`src/rtl/wb_write_buffer_if.sv`:
```
// Wishbone classic bundle shared by the write buffer's upstream and downstream ports.
// dat_m travels master-to-slave and dat_s travels slave-to-master.
interface if_wb #(
    parameter int AWIDTH = 26,
    parameter int DWIDTH = 32
);
    logic [AWIDTH-1:0]   adr;
    logic [DWIDTH-1:0]   dat_m;
    logic [DWIDTH-1:0]   dat_s;
    logic [DWIDTH/8-1:0] sel;
    logic                we;
    logic                cyc;
    logic                stb;
    logic                ack;

    modport master (output adr, dat_m, sel, we, cyc, stb, input dat_s, ack);
    modport slave  (input adr, dat_m, sel, we, cyc, stb, output dat_s, ack);
endinterface

```
`src/rtl/wb_write_buffer.sv`:
```
// Posted-write buffer between a Wishbone arbiter and a memory port.
// Define WBUF_READ_BYPASS_EN to let reads overtake buffered writes to other addresses.
module wb_write_buffer #(
    parameter int AWIDTH = 26,
    parameter int DWIDTH = 32,
    parameter int DEPTH  = 4
) (
    input  logic                     clk_i,
    input  logic                     rst_i,
    if_wb.slave                      inbus,
    if_wb.master                     outbus,
    output logic [$clog2(DEPTH):0]   wbuf_count,
    output logic                     wbuf_empty
);
    localparam int PW = $clog2(DEPTH);
    localparam int CW = PW + 1;
    localparam int SW = DWIDTH / 8;

    typedef enum logic [1:0] {IDLE, WRITE, READ} state_t;

    state_t            state;
    logic [PW-1:0]     head;
    logic [PW-1:0]     tail;
    logic [CW-1:0]     count;
    logic [AWIDTH-1:0] adr_mem [DEPTH];
    logic [DWIDTH-1:0] dat_mem [DEPTH];
    logic [SW-1:0]     sel_mem [DEPTH];

    logic              ack_q;
    logic [DWIDTH-1:0] dat_s_q;
    logic              rd_abort;
    logic              o_cyc;
    logic              o_we;
    logic [AWIDTH-1:0] o_adr;
    logic [DWIDTH-1:0] o_dat;
    logic [SW-1:0]     o_sel;

    logic              wr_req;
    logic              rd_req;
    logic              capture;
    logic              pop;
    logic              read_ok;

    // The master keeps stb high during our ack cycle, so ack_q masks that cycle.
    always_comb begin
        wr_req  = inbus.cyc & inbus.stb & inbus.we & ~ack_q;
        rd_req  = inbus.cyc & inbus.stb & ~inbus.we & ~ack_q;
        capture = wr_req & (count < CW'(DEPTH));
        pop     = (state == WRITE) & outbus.ack;
    end

`ifdef WBUF_READ_BYPASS_EN
    // A read may go ahead only if no buffered write targets the same word.
    always_comb begin
        logic          addr_hit;
        logic [PW-1:0] offs;
        addr_hit = 1'b0;
        offs     = '0;
        for (int i = 0; i < DEPTH; i++) begin
            offs = PW'(i) - head;
            if (({1'b0, offs} < count) && (adr_mem[i] == inbus.adr))
                addr_hit = 1'b1;
        end
        read_ok = ~addr_hit;
    end
`else
    assign read_ok = (count == '0);
`endif

    always_ff @(posedge clk_i) begin
        if (capture) begin
            adr_mem[tail] <= inbus.adr;
            dat_mem[tail] <= inbus.dat_m;
            sel_mem[tail] <= inbus.sel;
        end
    end

    always_ff @(posedge clk_i) begin
        if (!rst_i) begin
            state    <= IDLE;
            head     <= '0;
            tail     <= '0;
            count    <= '0;
            ack_q    <= 1'b0;
            dat_s_q  <= '0;
            rd_abort <= 1'b0;
            o_cyc    <= 1'b0;
            o_we     <= 1'b0;
            o_adr    <= '0;
            o_dat    <= '0;
            o_sel    <= '0;
        end else begin
            ack_q <= capture;
            if (capture)
                tail <= tail + 1'b1;
            if (pop)
                head <= head + 1'b1;
            count <= count + CW'(capture) - CW'(pop);

            case (state)
                IDLE: begin
                    if (rd_req && read_ok) begin
                        state    <= READ;
                        o_cyc    <= 1'b1;
                        o_we     <= 1'b0;
                        o_adr    <= inbus.adr;
                        o_sel    <= inbus.sel;
                        rd_abort <= 1'b0;
                    end else if (count != '0) begin
                        state <= WRITE;
                        o_cyc <= 1'b1;
                        o_we  <= 1'b1;
                        o_adr <= adr_mem[head];
                        o_dat <= dat_mem[head];
                        o_sel <= sel_mem[head];
                    end
                end
                WRITE: begin
                    if (outbus.ack) begin
                        state <= IDLE;
                        o_cyc <= 1'b0;
                        o_we  <= 1'b0;
                    end
                end
                READ: begin
                    // Once the requester gives up, the downstream read still finishes silently.
                    if (!inbus.cyc)
                        rd_abort <= 1'b1;
                    if (outbus.ack) begin
                        state <= IDLE;
                        o_cyc <= 1'b0;
                        o_we  <= 1'b0;
                        if (inbus.cyc && !rd_abort) begin
                            dat_s_q <= outbus.dat_s;
                            ack_q   <= 1'b1;
                        end
                    end
                end
                default: begin
                    state <= IDLE;
                    o_cyc <= 1'b0;
                    o_we  <= 1'b0;
                end
            endcase
        end
    end

    assign inbus.ack    = ack_q;
    assign inbus.dat_s  = dat_s_q;
    assign outbus.cyc   = o_cyc;
    assign outbus.stb   = o_cyc;
    assign outbus.we    = o_we;
    assign outbus.adr   = o_adr;
    assign outbus.dat_m = o_dat;
    assign outbus.sel   = o_sel;
    assign wbuf_count   = count;
    assign wbuf_empty   = (count == '0);
endmodule

```
`src/flat_wrapper.sv`:
```
// flat-port wrapper written by rule: the top's interface ports become plain ports
module wb_write_buffer_flat 
#(
    parameter int AWIDTH = 26,
    parameter int DWIDTH = 32,
    parameter int DEPTH  = 4
)
  (clk_i, rst_i, wbuf_count, wbuf_empty, inbus_adr, inbus_dat_m, inbus_sel, inbus_we, inbus_cyc, inbus_stb, inbus_dat_s, inbus_ack, outbus_adr, outbus_dat_m, outbus_sel, outbus_we, outbus_cyc, outbus_stb, outbus_dat_s, outbus_ack);
  if_wb #(.AWIDTH(AWIDTH), .DWIDTH(DWIDTH)) inbus_i ();
  if_wb #(.AWIDTH(AWIDTH), .DWIDTH(DWIDTH)) outbus_i ();
  input  logic clk_i;
  input  logic rst_i;
  output logic [$clog2(DEPTH):0] wbuf_count;
  output logic wbuf_empty;
  input wire logic [$bits(inbus_i.adr)-1:0] inbus_adr;
  input wire logic [$bits(inbus_i.dat_m)-1:0] inbus_dat_m;
  input wire logic [$bits(inbus_i.sel)-1:0] inbus_sel;
  input wire logic [$bits(inbus_i.we)-1:0] inbus_we;
  input wire logic [$bits(inbus_i.cyc)-1:0] inbus_cyc;
  input wire logic [$bits(inbus_i.stb)-1:0] inbus_stb;
  output wire logic [$bits(inbus_i.dat_s)-1:0] inbus_dat_s;
  output wire logic [$bits(inbus_i.ack)-1:0] inbus_ack;
  output wire logic [$bits(outbus_i.adr)-1:0] outbus_adr;
  output wire logic [$bits(outbus_i.dat_m)-1:0] outbus_dat_m;
  output wire logic [$bits(outbus_i.sel)-1:0] outbus_sel;
  output wire logic [$bits(outbus_i.we)-1:0] outbus_we;
  output wire logic [$bits(outbus_i.cyc)-1:0] outbus_cyc;
  output wire logic [$bits(outbus_i.stb)-1:0] outbus_stb;
  input wire logic [$bits(outbus_i.dat_s)-1:0] outbus_dat_s;
  input wire logic [$bits(outbus_i.ack)-1:0] outbus_ack;
  assign inbus_i.adr = inbus_adr;
  assign inbus_i.dat_m = inbus_dat_m;
  assign inbus_i.sel = inbus_sel;
  assign inbus_i.we = inbus_we;
  assign inbus_i.cyc = inbus_cyc;
  assign inbus_i.stb = inbus_stb;
  assign inbus_dat_s = inbus_i.dat_s;
  assign inbus_ack = inbus_i.ack;
  assign outbus_adr = outbus_i.adr;
  assign outbus_dat_m = outbus_i.dat_m;
  assign outbus_sel = outbus_i.sel;
  assign outbus_we = outbus_i.we;
  assign outbus_cyc = outbus_i.cyc;
  assign outbus_stb = outbus_i.stb;
  assign outbus_i.dat_s = outbus_dat_s;
  assign outbus_i.ack = outbus_ack;
  wb_write_buffer #(.AWIDTH(AWIDTH), .DWIDTH(DWIDTH), .DEPTH(DEPTH)) u_core (.clk_i(clk_i), .rst_i(rst_i), .inbus(inbus_i), .outbus(outbus_i), .wbuf_count(wbuf_count), .wbuf_empty(wbuf_empty));
endmodule
```
`config.mk`:
```
export PLATFORM = sky130hd
export DESIGN_NAME = wb_write_buffer_flat
export DESIGN_NICKNAME = d
export VERILOG_FILES = /design/src/rtl/wb_write_buffer_if.sv /design/src/rtl/wb_write_buffer.sv /design/src/flat_wrapper.sv
export SDC_FILE = /design/constraint.sdc
export NUM_CORES = 1
export LEC_CHECK = 0
export ABC_AREA = 1
export CORE_UTILIZATION = 50
export CTS_CLUSTER_DIAMETER = 150
export DETAILED_ROUTE_END_ITERATION = 16
export MAX_ROUTING_LAYER = met4
export PLACE_DENSITY = 0.74
export SLEW_MARGIN = 30
export SYNTH_ARGS = -nofsm -noshare
export SYNTH_HDL_FRONTEND = slang
export SYNTH_SLANG_ARGS = --single-unit
```
`constraint.sdc`:
```
create_clock -name clk_i -period 4.86 [get_ports clk_i]
set_clock_uncertainty 0.15 [all_clocks]
set_input_delay 0.729 -clock clk_i [delete_from_list [all_inputs] [get_ports clk_i]]
set_output_delay 0.729 -clock clk_i [all_outputs]
set_load 0.01 [all_outputs]
```
==> results.json <==
{
  "min_period_ns": 2.961,
  "slew_viol_final": 0,
  "firstDrtPassIters": 5,
  "grt_max_degree": 101,
  "fin_crit_sh": 0.6093,
  "port_buffers": 201,
  "synth.most_common_cell": "nand2_1",
  "setup_tns_ns": 0,
  "cts.path.max_buffers": 3,
  "post-cts-setup-buffer-count": 0,
  "rows": 61,
  "antenna_left": 0,
  "place_congestion": 0.7535,
  "netlist_area_um2": 14460,
  "die_h_um": 172.1,
  "cp_slowest_stage_delay_ns": 0.72,
  "worst_path_max_delay_cell": "nor2_4",
  "first_global_vias": 9595,
  "place_inst": 1973,
  "status": "finished, final reports clean",
  "dp_hpwl_mm": 18.53,
  "ys_ff_latch": 356,
  "fp.dieW_um": 172.1,
  "cts_max_level": 2,
  "setup.worst_path.class": "in -> reg",
  "end_kind": "register",
  "yosys_warnings": 0,
  "vias": 9981,
  "clock-root-buffer": "clkbuf_16",
  "max_freq_mhz": 337.7,
  "maxCapViolations": 0,
  "ios": 202,
  "cp_max_fo": 32,
  "ys.flop_type": "edfxtp_1",
  "synth_area_leaders": "edfxtp_1 (51%), dfxtp_1 (15%), nand2_1 (7.2%)",
  "drt_iter0_drc": 740,
  "synth_edf_count": 248,
  "nets": 1744,
  "clkSinkCount": 356,
  "wire_per_inst_um": 15.30,
  "cp_cell_sequence": "clkdlybuf4s50_1 -> nand2_2 -> nor2_2 -> nand3_1 -> nor2_4 -> buf_12",
  "routed_wl_mm": 31.24,
  "nFillCells": 2245,
  "drive_above_1_share": 0.06739,
  "clock_latency_ns": 0.53,
  "synth_nets": 1566,
  "grt_first_pass_wirelength_mm": 48.58,
  "hold_ws_ns": 0.3277,
  "cp-start-kind": "input pin",
  "fin_cells": 2042,
  "rsz0062_at_grt": "false",
  "numCtsBuffers": 37,
  "clk_pin_slew_worst_paths_ns": 0.05,
  "worstMarginPinSlew_ns": 0.9502,
  "cp_data_required_time_ns": 4.92,
  "tritoncts": "yes",
  "arrival_ns": 3.02,
  "p_leak_nw": 7.295,
  "antenna_found_initial": 2,
  "p_per_area_nw_per_um2": 457.7,
  "die_area_um2": 29610,
  "peakVddDrop_mv": 0.2786,
  "netlist_instances": 1456,
  "hold_violations": 0,
  "synth_sequential_area_ratio": 0.6644,
  "avgSynthCellArea_um2": 9.934,
  "setup_viol": 0,
  "yosys-top-cells-count": "nand2_1 (279), edfxtp_1 (248), inv_1 (219)",
  "synth_top_area_frac": 0.5149,
  "area_growth_pct": 23.83,
  "slew-limit-headroom": 0.3665,
  "drcViolationCount": 0,
  "start_util": 0.5150,
  "async_flop_share": 0,
  "cts.repair.resized": 0,
  "drt-vias-per-instance": 4.888,
  "grt_overflow": 0,
  "hp-class": "reg -> reg",
  "synth.distinct_cells": 27,
  "core_area_um2": 28090,
  "post-synth-top-area-cell": "edfxtp_1",
  "ctsHoldBuffers": 0,
  "gr-usage-all-layers": 0.2190
}
[state kept, by name, summed over array words and instances (netlist names), named ones only]
| signal | cells |
|---|---|
| u_core.dat_mem | 128 |
| u_core.adr_mem | 104 |
| u_core.inbus.dat_s | 32 |
| u_core.outbus.dat_m | 32 |
| u_core.outbus.adr | 26 |
| u_core.sel_mem | 16 |
| u_core.outbus.sel | 4 |
| u_core.wbuf_count | 3 |
| u_core.head | 2 |
| u_core.state | 2 |
| u_core.tail | 2 |
| u_core.inbus.ack | 1 |
| u_core.outbus.cyc | 1 |
| u_core.rd_abort | 1 |
[cell type report]
cell class | instances | area, um2 | area share
Clock inverter | 22 | 230.2 | 0.01285
Sequential cell | 356 | 9612 | 0.5366
Inverter | 224 | 844.6 | 0.04715
Timing Repair Buffer | 215 | 2140 | 0.1195
Tap cell | 378 | 473.0 | 0.02641
Clock buffer | 45 | 955.9 | 0.05337
Multi-Input combinational cell | 800 | 3651 | 0.2038
Antenna cell | 2 | 5.005 | 0.0002794
[per-stage QoR]
stage                     area [um2]  total power [mW]  worst slack, ns  utilization
after floorplan                14460             4.838           0.4508            -
after global placement         16720             5.461            1.402       0.5952
after detailed placement       16720             5.502            1.359       0.5952
after CTS                      17900             8.259            1.902       0.6375
after global routing           17910             8.624            1.729       0.6377
final                          17910             8.197            1.899       0.6377
[logic make-up (layout without fill, tap and decap cells)]
group	Yosys count	after routing	share of synthesized area
compound gates	208	208	0.07578
xor+xnor	2	2	0.001211
fa+ha+maj	10	10	0.009170
buf+inv	300	506	0.08581
flops	356	356	0.6644
other cells	0	2	0
simple gates	580	580	0.1637
[worst max-delay path: cells and delay by family]
| family | cells | cell delay [ns] |
|---|---|---|
| AND/OR/NAND/NOR | 4 | 1.39 |
| buffers and inverters | 2 | 0.85 |
[final timing paths]
check                        startpoint               endpoint  slack (ns)  cells past startpoint
setup / recovery              inbus_cyc  u_core.dat_mem[3][29]        1.90                      6
hold / removal    u_core.inbus.dat_s[0]  u_core.inbus.dat_s[0]        0.33                      2
hold reg to reg   u_core.inbus.dat_s[0]  u_core.inbus.dat_s[0]        0.33                      2
setup reg to reg       u_core.inbus.ack  u_core.dat_mem[3][29]        2.37                      4
[metal layers]
metal / vias to the layer above / global-route usage / wire length [um]
met4: 0 / 0.05964 / 524
met3: 45 / 0.03410 / 1636
met1: 4653 / 0.2646 / 13170
met2: 243 / 0.3813 / 15910
met5: - / - / 0
li1: 5040 / - / -
[cells in the final DEF, fill, tap and decap left out, types with 13 or more instances in the layout]
| master | Yosys | routed |
|---|---|---|
| nand2_1 | 279 | 279 |
| buf_4 | 8 | 13 |
| clkbuf_16 | 0 | 37 |
| dfxtp_1 | 108 | 106 |
| inv_1 | 219 | 216 |
| nor2_2 | 21 | 21 |
| a21oi_1 | 43 | 43 |
| o21ai_0 | 131 | 131 |
| clkdlybuf4s50_1 | 0 | 200 |
| edfxtp_1 | 248 | 248 |
| o22ai_1 | 32 | 32 |
| nand3_1 | 68 | 68 |
| nor2_1 | 201 | 196 |
[power breakdown]
group	switching [mW]	internal, mW
Combinational	1.10	0.739
Sequential	0.113	3.48
Clock	1.14	1.62
Total	2.35	5.85
(Power assumes the default switching activity.)
